==> src/rtl/ex_stage.sv <==
// ex_stage: execute stage with single-cycle ALU, iterative MUL/DIVU/REMU and the EX/MA register.
module ex_stage #(
  parameter int XLEN = 32,
  parameter int ITER = 32,
  parameter int PC_W = 32
) (
  input  logic            clk,
  input  logic            rst_n,
  input  logic            flush,
  input  logic            id_ex_valid,
  output logic            id_ex_ready,
  input  logic [PC_W-1:0] id_pc,
  input  logic [31:0]     id_instr,
  input  logic [XLEN-1:0] id_op1,
  input  logic [XLEN-1:0] id_op2,
  input  logic [XLEN-1:0] id_imm,
  input  logic            id_use_imm,
  input  logic [3:0]      id_alu_op,
  input  logic            id_is_ld,
  input  logic            id_is_st,
  input  logic            id_wb_en,
  input  logic [4:0]      id_rd,
  output logic            ex_ma_valid,
  input  logic            ex_ma_ready,
  output logic [PC_W-1:0] ex_ma_pc,
  output logic [31:0]     ex_ma_instr,
  output logic [XLEN-1:0] ex_ma_alu_result,
  output logic [XLEN-1:0] ex_ma_op2,
  output logic [4:0]      ex_ma_rd,
  output logic            ex_ma_is_ld,
  output logic            ex_ma_is_st,
  output logic            ex_ma_wb_en
);
  typedef enum logic [1:0] {IDLE, BUSY, DONE} state_t;
  localparam int CW = $clog2(ITER);
  state_t state, state_n;
  logic [CW-1:0] cnt;
  logic [XLEN-1:0] b_op, alu, ma, mb, acc, ma_n, mb_n, acc_n;
  logic [XLEN:0] t, ts;
  logic [3:0] op_r;
  logic out_free, accept, mem, multi, div;
  assign b_op = id_use_imm ? id_imm : id_op2;
  assign mem = id_is_ld | id_is_st;
  assign multi = !mem && id_alu_op >= 4'd10 && id_alu_op <= 4'd12;
  assign out_free = !ex_ma_valid | ex_ma_ready;
  assign id_ex_ready = (state == IDLE) & out_free & !flush;
  assign accept = id_ex_valid & id_ex_ready;
  always_comb begin
    alu = id_op1 + b_op;
    if (mem) alu = id_op1 + id_imm;
    else
      case (id_alu_op)
        4'd1: alu = id_op1 - b_op;
        4'd2: alu = id_op1 & b_op;
        4'd3: alu = id_op1 | b_op;
        4'd4: alu = id_op1 ^ b_op;
        4'd5: alu = id_op1 << b_op[4:0];
        4'd6: alu = id_op1 >> b_op[4:0];
        4'd7: alu = $signed(id_op1) >>> b_op[4:0];
        4'd8: alu = {{(XLEN-1){1'b0}}, $signed(id_op1) < $signed(b_op)};
        4'd9: alu = {{(XLEN-1){1'b0}}, id_op1 < b_op};
        default: alu = id_op1 + b_op;
      endcase
  end
  // MUL: ma multiplicand, mb multiplier, acc product; DIV: ma divisor, mb dividend->quotient, acc remainder
  always_comb begin
    div = op_r != 4'd10;
    t = {acc, mb[XLEN-1]};
    ts = t - {1'b0, ma};
    acc_n = div ? (ts[XLEN] ? t[XLEN-1:0] : ts[XLEN-1:0]) : acc + (mb[0] ? ma : '0);
    mb_n = div ? {mb[XLEN-2:0], !ts[XLEN]} : mb >> 1;
    ma_n = div ? ma : ma << 1;
  end
  always_comb begin
    state_n = flush ? IDLE :
              state == IDLE ? (accept && multi ? BUSY : IDLE) :
              state == BUSY ? (cnt == CW'(ITER-1) ? DONE : BUSY) :
              (out_free ? IDLE : DONE);
  end
  always_ff @(posedge clk or negedge rst_n) begin
    if (!rst_n) begin
      state <= IDLE;
      cnt <= '0;
      ma <= '0;
      mb <= '0;
      acc <= '0;
      op_r <= '0;
    end else begin
      state <= state_n;
      cnt <= (flush || state != BUSY) ? '0 : cnt + 1'b1;
      if (accept && multi) begin
        op_r <= id_alu_op;
        acc <= '0;
        ma <= id_alu_op == 4'd10 ? id_op1 : b_op;
        mb <= id_alu_op == 4'd10 ? b_op : id_op1;
      end else if (state == BUSY) begin
        ma <= ma_n;
        mb <= mb_n;
        acc <= acc_n;
      end
    end
  end
  // metadata of a multi-cycle op is parked in EX/MA with valid low until the result lands
  always_ff @(posedge clk or negedge rst_n) begin
    if (!rst_n) begin
      ex_ma_valid <= 1'b0;
      ex_ma_pc <= '0;
      ex_ma_instr <= '0;
      ex_ma_alu_result <= '0;
      ex_ma_op2 <= '0;
      ex_ma_rd <= '0;
      ex_ma_is_ld <= 1'b0;
      ex_ma_is_st <= 1'b0;
      ex_ma_wb_en <= 1'b0;
    end else if (flush) begin
      ex_ma_valid <= 1'b0;
    end else if (accept) begin
      ex_ma_valid <= !multi;
      ex_ma_pc <= id_pc;
      ex_ma_instr <= id_instr;
      ex_ma_alu_result <= alu;
      ex_ma_op2 <= id_op2;
      ex_ma_rd <= id_rd;
      ex_ma_is_ld <= id_is_ld;
      ex_ma_is_st <= id_is_st;
      ex_ma_wb_en <= id_wb_en;
    end else if (state == DONE && out_free) begin
      ex_ma_valid <= 1'b1;
      ex_ma_alu_result <= op_r == 4'd11 ? mb : acc;
    end else if (out_free) begin
      ex_ma_valid <= 1'b0;
    end
  end
endmodule

==> config.mk <==
export PLATFORM = sky130hd
export DESIGN_NAME = ex_stage
export DESIGN_NICKNAME = d
export VERILOG_FILES = /design/src/rtl/ex_stage.sv
export SDC_FILE = /design/constraint.sdc
export NUM_CORES = 1
export LEC_CHECK = 0
export ABC_AREA = 1
export BUFFER_PORTS_ARGS = -buffer_cell sky130_fd_sc_hd__buf_2
export CAP_MARGIN = 20
export CORE_ASPECT_RATIO = 1.75
export CORE_UTILIZATION = 55
export CTS_BUF_LIST = sky130_fd_sc_hd__clkbuf_8
export CTS_CLUSTER_DIAMETER = 80
export DETAILED_ROUTE_END_ITERATION = 10
export HOLD_SLACK_MARGIN = 0.05
export PLACE_DENSITY = 0.76
export RECOVER_POWER = 50
export SKIP_CTS_REPAIR_TIMING = 1
export SKIP_LAST_GASP = 1
export SLEW_MARGIN = 20
export SYNTH_ARGS = -nofsm -noshare
export SYNTH_HDL_FRONTEND = slang
export SYNTH_SLANG_ARGS = --single-unit
==> constraint.sdc <==
create_clock -name clk -period 8.02 [get_ports clk]
set_input_delay 1.203 -clock clk [delete_from_list [all_inputs] [get_ports clk]]
set_output_delay 1.203 -clock clk [all_outputs]
set_load 0.02 [all_outputs]
==> results of run 1 <==
-- per-stage QoR --
step	cells	hold slack (ns)	util [%]	worst slack, ns
4_1_cts	5736	0.476	61.7	2.99
2_1_floorplan	4835	0.433	-	4.09
3_3_place_gp	5665	0.457	60.0	2.44
3_5_place_dp	5665	0.459	60.0	2.34
-- routing by layer --
layer	overflow	global-route usage, %
met3	0	22.6
met1	0	56.7
met5	0	0.181
met2	3	90.5
met4	7	70.8
-- kinds of logic after synthesis --
kind of cell | count (synthesis) | share of synthesized area (%)
simple gates | 2694 | 39.8
fa+ha+maj | 199 | 8.93
buf+inv | 766 | 10.5
flops | 244 | 21.6
mux | 1 | 0.0354
xor+xnor | 53 | 1.64
compound gates | 878 | 17.5
-- Yosys cell counts (3+ instances only) --
library cell / instances
o21ai_1: 46
o22ai_1: 14
nor4_1: 5
xor2_1: 25
dfrtp_1: 244
o211ai_1: 81
nor2_1: 332
ha_1: 194
fa_1: 5
buf_1: 14
inv_2: 7
or2_2: 33
a21o_1: 14
buf_4: 5
and3_1: 5
o21bai_1: 27
o21a_1: 13
xnor2_1: 28
and2_1: 3
a211oi_1: 8
o221ai_1: 5
clkinv_1: 4
nand3_1: 562
nand2_2: 3
a21boi_0: 8
buf_2: 56
nand4_1: 56
nor3_1: 39
clkbuf_1: 128
a31oi_1: 16
o2111ai_1: 5
nand3b_1: 22
o21ai_0: 376
a21oi_1: 238
nand2_1: 1626
o21ai_2: 5
a221oi_1: 11
inv_1: 552
==> run metrics, run 1 <==
Clock Path Buffers 3; Last stage 5_1_grt; Post-synth ARST share 100%; H-Tree Depth 2; top-area cell type share of the netlist area 21.6%; status stopped before the end; Die Width 173 um; Avg Synthesized Cell Area 5.85 um^2; Syn. warnings 0; EDFF count, synth 0; ys flop type dfrtp_1; most area-hungry cell type in the Yosys netlist dfrtp_1; hpwl dp 115000 um; vias in the first global route 37233; gp weighted congestion 1.21; Seq/Total Area, Yosys 21.6%; Initial Util 55.9%; Synth area leaders dfrtp_1, nand2_1, nand3_1; error msg [ERROR GRT-0116] Global routing finished with congestion. Check the congestion regions in the DRC Viewer.; I/O Buffers 315; grt total ovfl 10; die height 302 um; largest net degree at the start of global routing 158; Site Rows 109; CTS root buf clkbuf_8; Num CTS Buffers 40; Top Ports 316; #FFs+latches synth 244; syn nets 5212; Post-Synthesis Cells 4835; Clock Sinks 244; Synth cell types 55; DP Area 30400 um^2; gr usage total 59.0%; first-pass GRT wire length 229000 um; post-synthesis cell area 28300 um^2
==> run 2, diff against run 1 <==
Settings changed: CORE_ASPECT_RATIO 1.75 to not set, CORE_UTILIZATION 55 to 40, CTS_BUF_LIST sky130_fd_sc_hd__clkbuf_8 to not set, CTS_CLUSTER_DIAMETER 80 to not set, HOLD_SLACK_MARGIN 0.05 to not set, PLACE_DENSITY 0.76 to not set, PLACE_DENSITY_LB_ADDON set to 0.15.
==> run 2 against run 1 <==
  * The flow now finishes, with violations (max-capacitance violations, max-slew violations)
  * Area after synthesis is the same
  * Synthesized cell count is the same
==> run metrics, run 2 <==
Least-Margin Pin Slew 5.23 ns; DR DRC count 0; Num CTS Buffers 29 (-28%); Via Count 35061; final worst-path cycle share 71.2%; initial drt markers 4796; Clock Path Buffers 3 (unchanged); FMAX 0.175 GHz; DP Area 30800 um^2 (+1.4%); commonest cells after routing, fill and taps aside nand2_1, nand3_1, inv_1; # fillers 7799; vias in the first global route 31931; most area-hungry cell type in the Yosys netlist dfrtp_1; die height 268 um (-11%); violated checks max-capacitance violations, max-slew violations; Skew-Pair Late Insertion Delay 0.60 ns; ANT nets after route 0; hpwl dp 121000 um (+4.7%); first-pass GRT wire length 218000 um; Setup TNS Final 0 ns; P per Cell Area 260 nW/um^2; drt total wl 152000 um; gp weighted congestion 1.08 (-10%); NumNets Final 5421; Min-Delay Path Class reg2reg; final slew viol count 235; commonest non-fill, non-tap cell in the layout nand2_1; H-Tree Depth 1 (-1); max-cap viol count 4; worst clock skew 0.0319 ns; Post-Synthesis Cells 4835 (unchanged); syn nets 5212 (unchanged); worst-path fanout max 92; Peak supply drop 191 uV; critical path arrival 6.23 ns; CTS root buf clkbuf_16; critical-path cell list clkbuf_1 > clkbuf_2; Worst-path clk slew 0.06 ns; Setup violations, final 0; Post-Layout Inst Area 31600 um^2; Site Rows 97 (-11%); EDFF count, synth 0 (unchanged); Tot Pwr 8.22 mW; Post-synth ARST share 100% (unchanged); CP Data Required Time 8.54 ns; Hold Fails Final Rpt 0; commonest cells in the netlist nand2_1, nand3_1, inv_1; Slowest-stage cell, CP clkbuf_1; Syn. warnings 0 (unchanged); antenna violations before repair 13; Pre-Repair DR Iteration Count 6; #FFs+latches synth 244 (unchanged); core box area 70000 um^2; Die Width 268 um (+54%); cell family with most CP delay buffers and inverters; crit end category async pin; DIE AREA 71800 um^2; vias per inst 5.83; count leader, synth nand2_1; ys flop type dfrtp_1; status complete, but fails checks; TritonCTS clock tree built; Avg Synthesized Cell Area 5.85 um^2 (unchanged); top-area cell type share of the netlist area 21.6% (unchanged); Synth area leaders dfrtp_1, nand2_1, nand3_1; largest net degree at the start of global routing 97; Area Overhead vs Synth 11.8%; gr usage total 41.4%; Clock Sinks 244 (unchanged); Synth cell types 55 (unchanged); Inst Count DP 5953 (+5.1%); Layout Utilization 45.2%; drt wl/cell 25.3 um; post-synthesis cell area 28300 um^2 (unchanged); crit-path max cell delay 3.55 ns; Seq/Total Area, Yosys 21.6% (unchanged); crit start category primary input; Tmin final 5.71 ns; fin cells 6010; WHS 0.464 ns; grt total ovfl 0; Slew HR -249%; critical path type in2async; Initial Util 40.4% (-16 points); I/O Buffers 315 (unchanged); fraction of layout cells with a size suffix above 1 8.45%; Final WS setup 2.31 ns; Top Ports 316 (unchanged); Leak Pwr 16.7 nW; buffer and inverter count on the worst path 2; pre-CTS WS 2.30 ns (-0.0477 ns); RSZ-0062 raised after global routing false
-- run 2: cell counts after synthesis --
Identical to the previous run, type by type.
-- run 2: cell type report --
cell class                      count  area (um^2)  share of cell area (%)
Antenna cell                        5         12.5                  0.0396
Timing Repair Buffer              381         1980                    6.27
Clock buffer                       43          838                    2.65
Sequential cell                   244         6110                    19.3
Tap cell                          940         1180                    3.72
Clock inverter                      9         73.8                   0.233
Inverter                          563         2120                    6.69
Multi-Input combinational cell   3825        19300                    61.1
-- run 2: where the power goes --
group          internal [mW]  switching, mW  leakage [nW]  total [mW]
registers               1.56          0.358          3.01        1.92
clock network          0.725          0.579         0.449        1.30
logic                   1.52           3.48          13.2        5.00
-- run 2: final timing paths --
check,start,endpoint,slack (ns),depth (start not counted)
worst max-delay path,rst_n,acc[21]$_DFFE_PN0P_,2.31,2
worst min-delay path,cnt[0]$_DFF_PN0_,cnt[0]$_DFF_PN0_,0.46,1
worst max register to register,state[1]$_DFF_PN0_,ma[4]$_DFFE_PN0P_,2.45,7
worst min register to register,cnt[0]$_DFF_PN0_,cnt[0]$_DFF_PN0_,0.46,1
max in group clk,id_is_st,ma[4]$_DFFE_PN0P_,2.36,12
min in group asynchronous,rst_n,acc[27]$_DFFE_PN0P_,2.48,1
-- run 2: kinds of logic after synthesis --
family                   Yosys count  share of synthesized area (%)
multiplexers                       1                         0.0354
adder cells (fa/ha/maj)          199                           8.93
AND/OR/NAND/NOR                 2694                           39.8
flip-flops                       244                           21.6
XOR/XNOR                          53                           1.64
buffers and inverters            766                           10.5
AO/OA/AOI/OAI                    878                           17.5
-- run 2: metal layers --
metal  part of all wire [%]  vias up  track usage, %
met4                    4.5       16            15.8
li1                       -    16228               -
met1                     44    16466            60.1
met3                     12      272            11.1
met5                  0.066        -               0
met2                     39     2079            57.4
Power figures use the tool's default switching activity.
==> run 3, diff against run 2 <==
Clock period 8.02 ns to 5.6 ns, I/O delays scaled along.
==> run 3 against run 2 <==
  * The run still ends with max-capacitance violations, max-slew violations left
  * Flip-flop and latch count unchanged
  * Clock power increased by 61%
  * Sequential share of layout area decreased by 0.17 points
  * Non-clock buffer count increased by 20
  * Combinational power increased by 46%
  * Global-route usage increased by 1.9 points
  * Utilization increased by 0.41 points
  * Total power increased by 47%
  * Count of clock-buffer cells in the layout decreased by 7
  * Die area unchanged
  * Clock skew about the same
  * Register-to-register slack got worse by 0.85 ns
==> run metrics, run 3 (same netlist as run 2, synthesis figures left out) <==
status complete, but fails checks; violated checks max-capacitance violations, max-slew violations; reg-to-reg critical path startpoint state[1]$_DFF_PN0_; vias per inst 5.91 (+1.2%); RSZ-0062 raised after global routing false; largest net degree at the start of global routing 93 (-4.1%); Seq pwr share 22.6% (-0.7 points); CTS root buf clkbuf_16; Least-Margin Pin Slew 4.23 ns (-1.01 ns); NumNets Final 5441 (+0.37%); critical path type in2reg; Critical path origin id_use_imm; Layout Utilization 45.6% (+0.41 points); crit start category primary input; Final WS setup 1.06 ns (-1.24 ns); DR DRC count 0 (unchanged); Switching Power 6.51 mW (+47%); CP Data Required Time 6.10 ns (-2.44 ns); worst clock skew 0.0321 ns (+0.000176 ns); Clock Path Buffers 3 (unchanged); Tmin final 4.54 ns; gr usage total 43.3% (+1.9 points); Top Ports 316 (unchanged); combinational share of power 60.2% (-0.6 points); Clock Sinks 244 (unchanged); Slew HR -182% (+67 points); crit end category flop; Area Overhead vs Synth 12.8%; Reg2Reg Depth 5 (-2); Min-Delay Path Class in2reg; Die Width 268 um (unchanged); ANT nets after route 0 (unchanged); Site Rows 97 (unchanged); Setup violations, final 0 (unchanged); vias in the first global route 31805 (-0.39%); reg2reg end acc[15]$_DFFE_PN0P_; P per Cell Area 380 nW/um^2 (+46%); P_int 5.60 mW (+47%); final worst-path cycle share 81.0%; Skew-Pair Late Insertion Delay 0.61 ns (about the same); Initial Util 40.4% (unchanged); Leak Pwr 16.9 nW (+1.1%); worst-path fanout max 39 (-58%); die height 268 um (unchanged); register area 6110 um^2 (unchanged); Pre-Repair DR Iteration Count 6 (unchanged); commonest non-fill, non-tap cell in the layout nand2_1; # fillers 7754 (-0.58%); Worst-path clk slew 0.07 ns (about the same); I/O Buffers 315 (unchanged); clock power share 17.3% (+1.4 points); Setup crit end ex_ma_alu_result[15]$_DFFE_PN0P_; Num CTS Buffers 29 (unchanged); critical path arrival 5.04 ns (-1.19 ns); grt total ovfl 0 (unchanged); Setup TNS Final 0 ns (unchanged); gp weighted congestion 1.10 (+1.8%); max-cap viol count 2 (-2); hpwl dp 128000 um (+6.4%); Hold Fails Final Rpt 0 (unchanged); DIE AREA 71800 um^2 (unchanged); flop2flop setup slack 1.60 ns (-0.85 ns); final slew viol count 140 (-40%); H-Tree Depth 1 (unchanged); initial drt markers 5268 (+9.8%); antenna violations before repair 17 (+4); drt total wl 159000 um (+4.9%); Net Sw Frac 53.7% (about the same); commonest cells after routing, fill and taps aside nand2_1, nand3_1, inv_1; first-pass GRT wire length 225000 um (+3.6%); fraction of layout cells with a size suffix above 1 8.97% (+0.52 points); drt wl/cell 26.5 um (+4.7%); FMAX 0.220 GHz; pre-CTS WS 0.697 ns (-1.60 ns); Tot Pwr 12.1 mW (+47%); core box area 70000 um^2 (unchanged); TritonCTS clock tree built; multi-input logic area 19300 um^2 (about the same); Peak supply drop 292 uV (+53%); Via Count 35596 (+1.5%)
run 3: cell types whose count changed in the layout (fill, tap and decap cells not counted), sizes merged:
cell          change
clkinvlp          -1
dlymetal6s4s      +1
clkinv            +5
buf              +22
clkbuf           -10
diode             -4
inv               +1
bufinv            +3
run 3: how the worst min path moves through the flow:
stage | startpoint | endpoint | depth (start not counted)
5_1_grt | id_rd[1] | ex_ma_rd[1]$_DFFE_PN0P_ | 3
3_5_place_dp | cnt[0]$_DFF_PN0_ | cnt[0]$_DFF_PN0_ | 1
4_1_cts | rst_n | acc[27]$_DFFE_PN0P_ | 1
6_report | id_rd[4] | ex_ma_rd[4]$_DFFE_PN0P_ | 3
3_3_place_gp | cnt[0]$_DFF_PN0_ | cnt[0]$_DFF_PN0_ | 1
2_1_floorplan | cnt[0]$_DFF_PN0_ | cnt[0]$_DFF_PN0_ | 1
run 3: critical path, cell delays in order:
cell and delay, ns:
buf_2 0.13, buf_12 0.18, o21ai_0 0.92, ha_1 0.50, nor2_1 0.32, inv_1 0.10
nor3_1 0.35, nand2_1 0.09, nand2_1 0.23, nand2_1 0.08, nand2_1 0.20, a21oi_1 0.09
o21ai_0 0.19, nand3_1 0.23, o21ai_1 0.30, nand2_1 0.10, nand2_1 0.11, nand2_1 0.05
run 3: power by group through the flow:
stage	sequential, mW	clock, mW	combinational, mW
6_report	2.73	2.09	7.29
3_3_place_gp	2.73	0	7.05
2_1_floorplan	2.75	0	4.55
3_5_place_dp	2.72	0	7.04
4_1_cts	2.70	2.10	7.09
5_1_grt	2.78	2.16	7.93
run 3: final cells by class:
type | instances | share of cell area (%)
diodes | 1 | 0.00784
clock buffers | 36 | 2.54
clock inverters | 17 | 0.671
inverters | 563 | 6.63
multi-input cells | 3825 | 60.5
flip-flops and latches | 244 | 19.1
well taps | 940 | 3.69
repair buffers | 401 | 6.82
run 3: metal layers:
layer	global-route usage (%)	wire [um]	vias up
met5	0	138	-
met4	17.6	7790	20
met3	9.36	18600	346
met2	61.1	63500	2255
met1	63.0	69300	16694
li1	-	-	16281
run 3: metrics by stage:
| stage | hold slack [ns] | instances | area, um^2 |
|---|---|---|---|
| after floorplan | 0.433 | 4835 | 28300 |
| after global placement | 0.453 | 5972 | 31000 |
| after detailed placement | 0.458 | 5973 | 31000 |
| after CTS | 0.227 | 6026 | 32000 |
| after global routing | 0.428 | 6026 | 31900 |
| final | 0.422 | 6027 | 31900 |
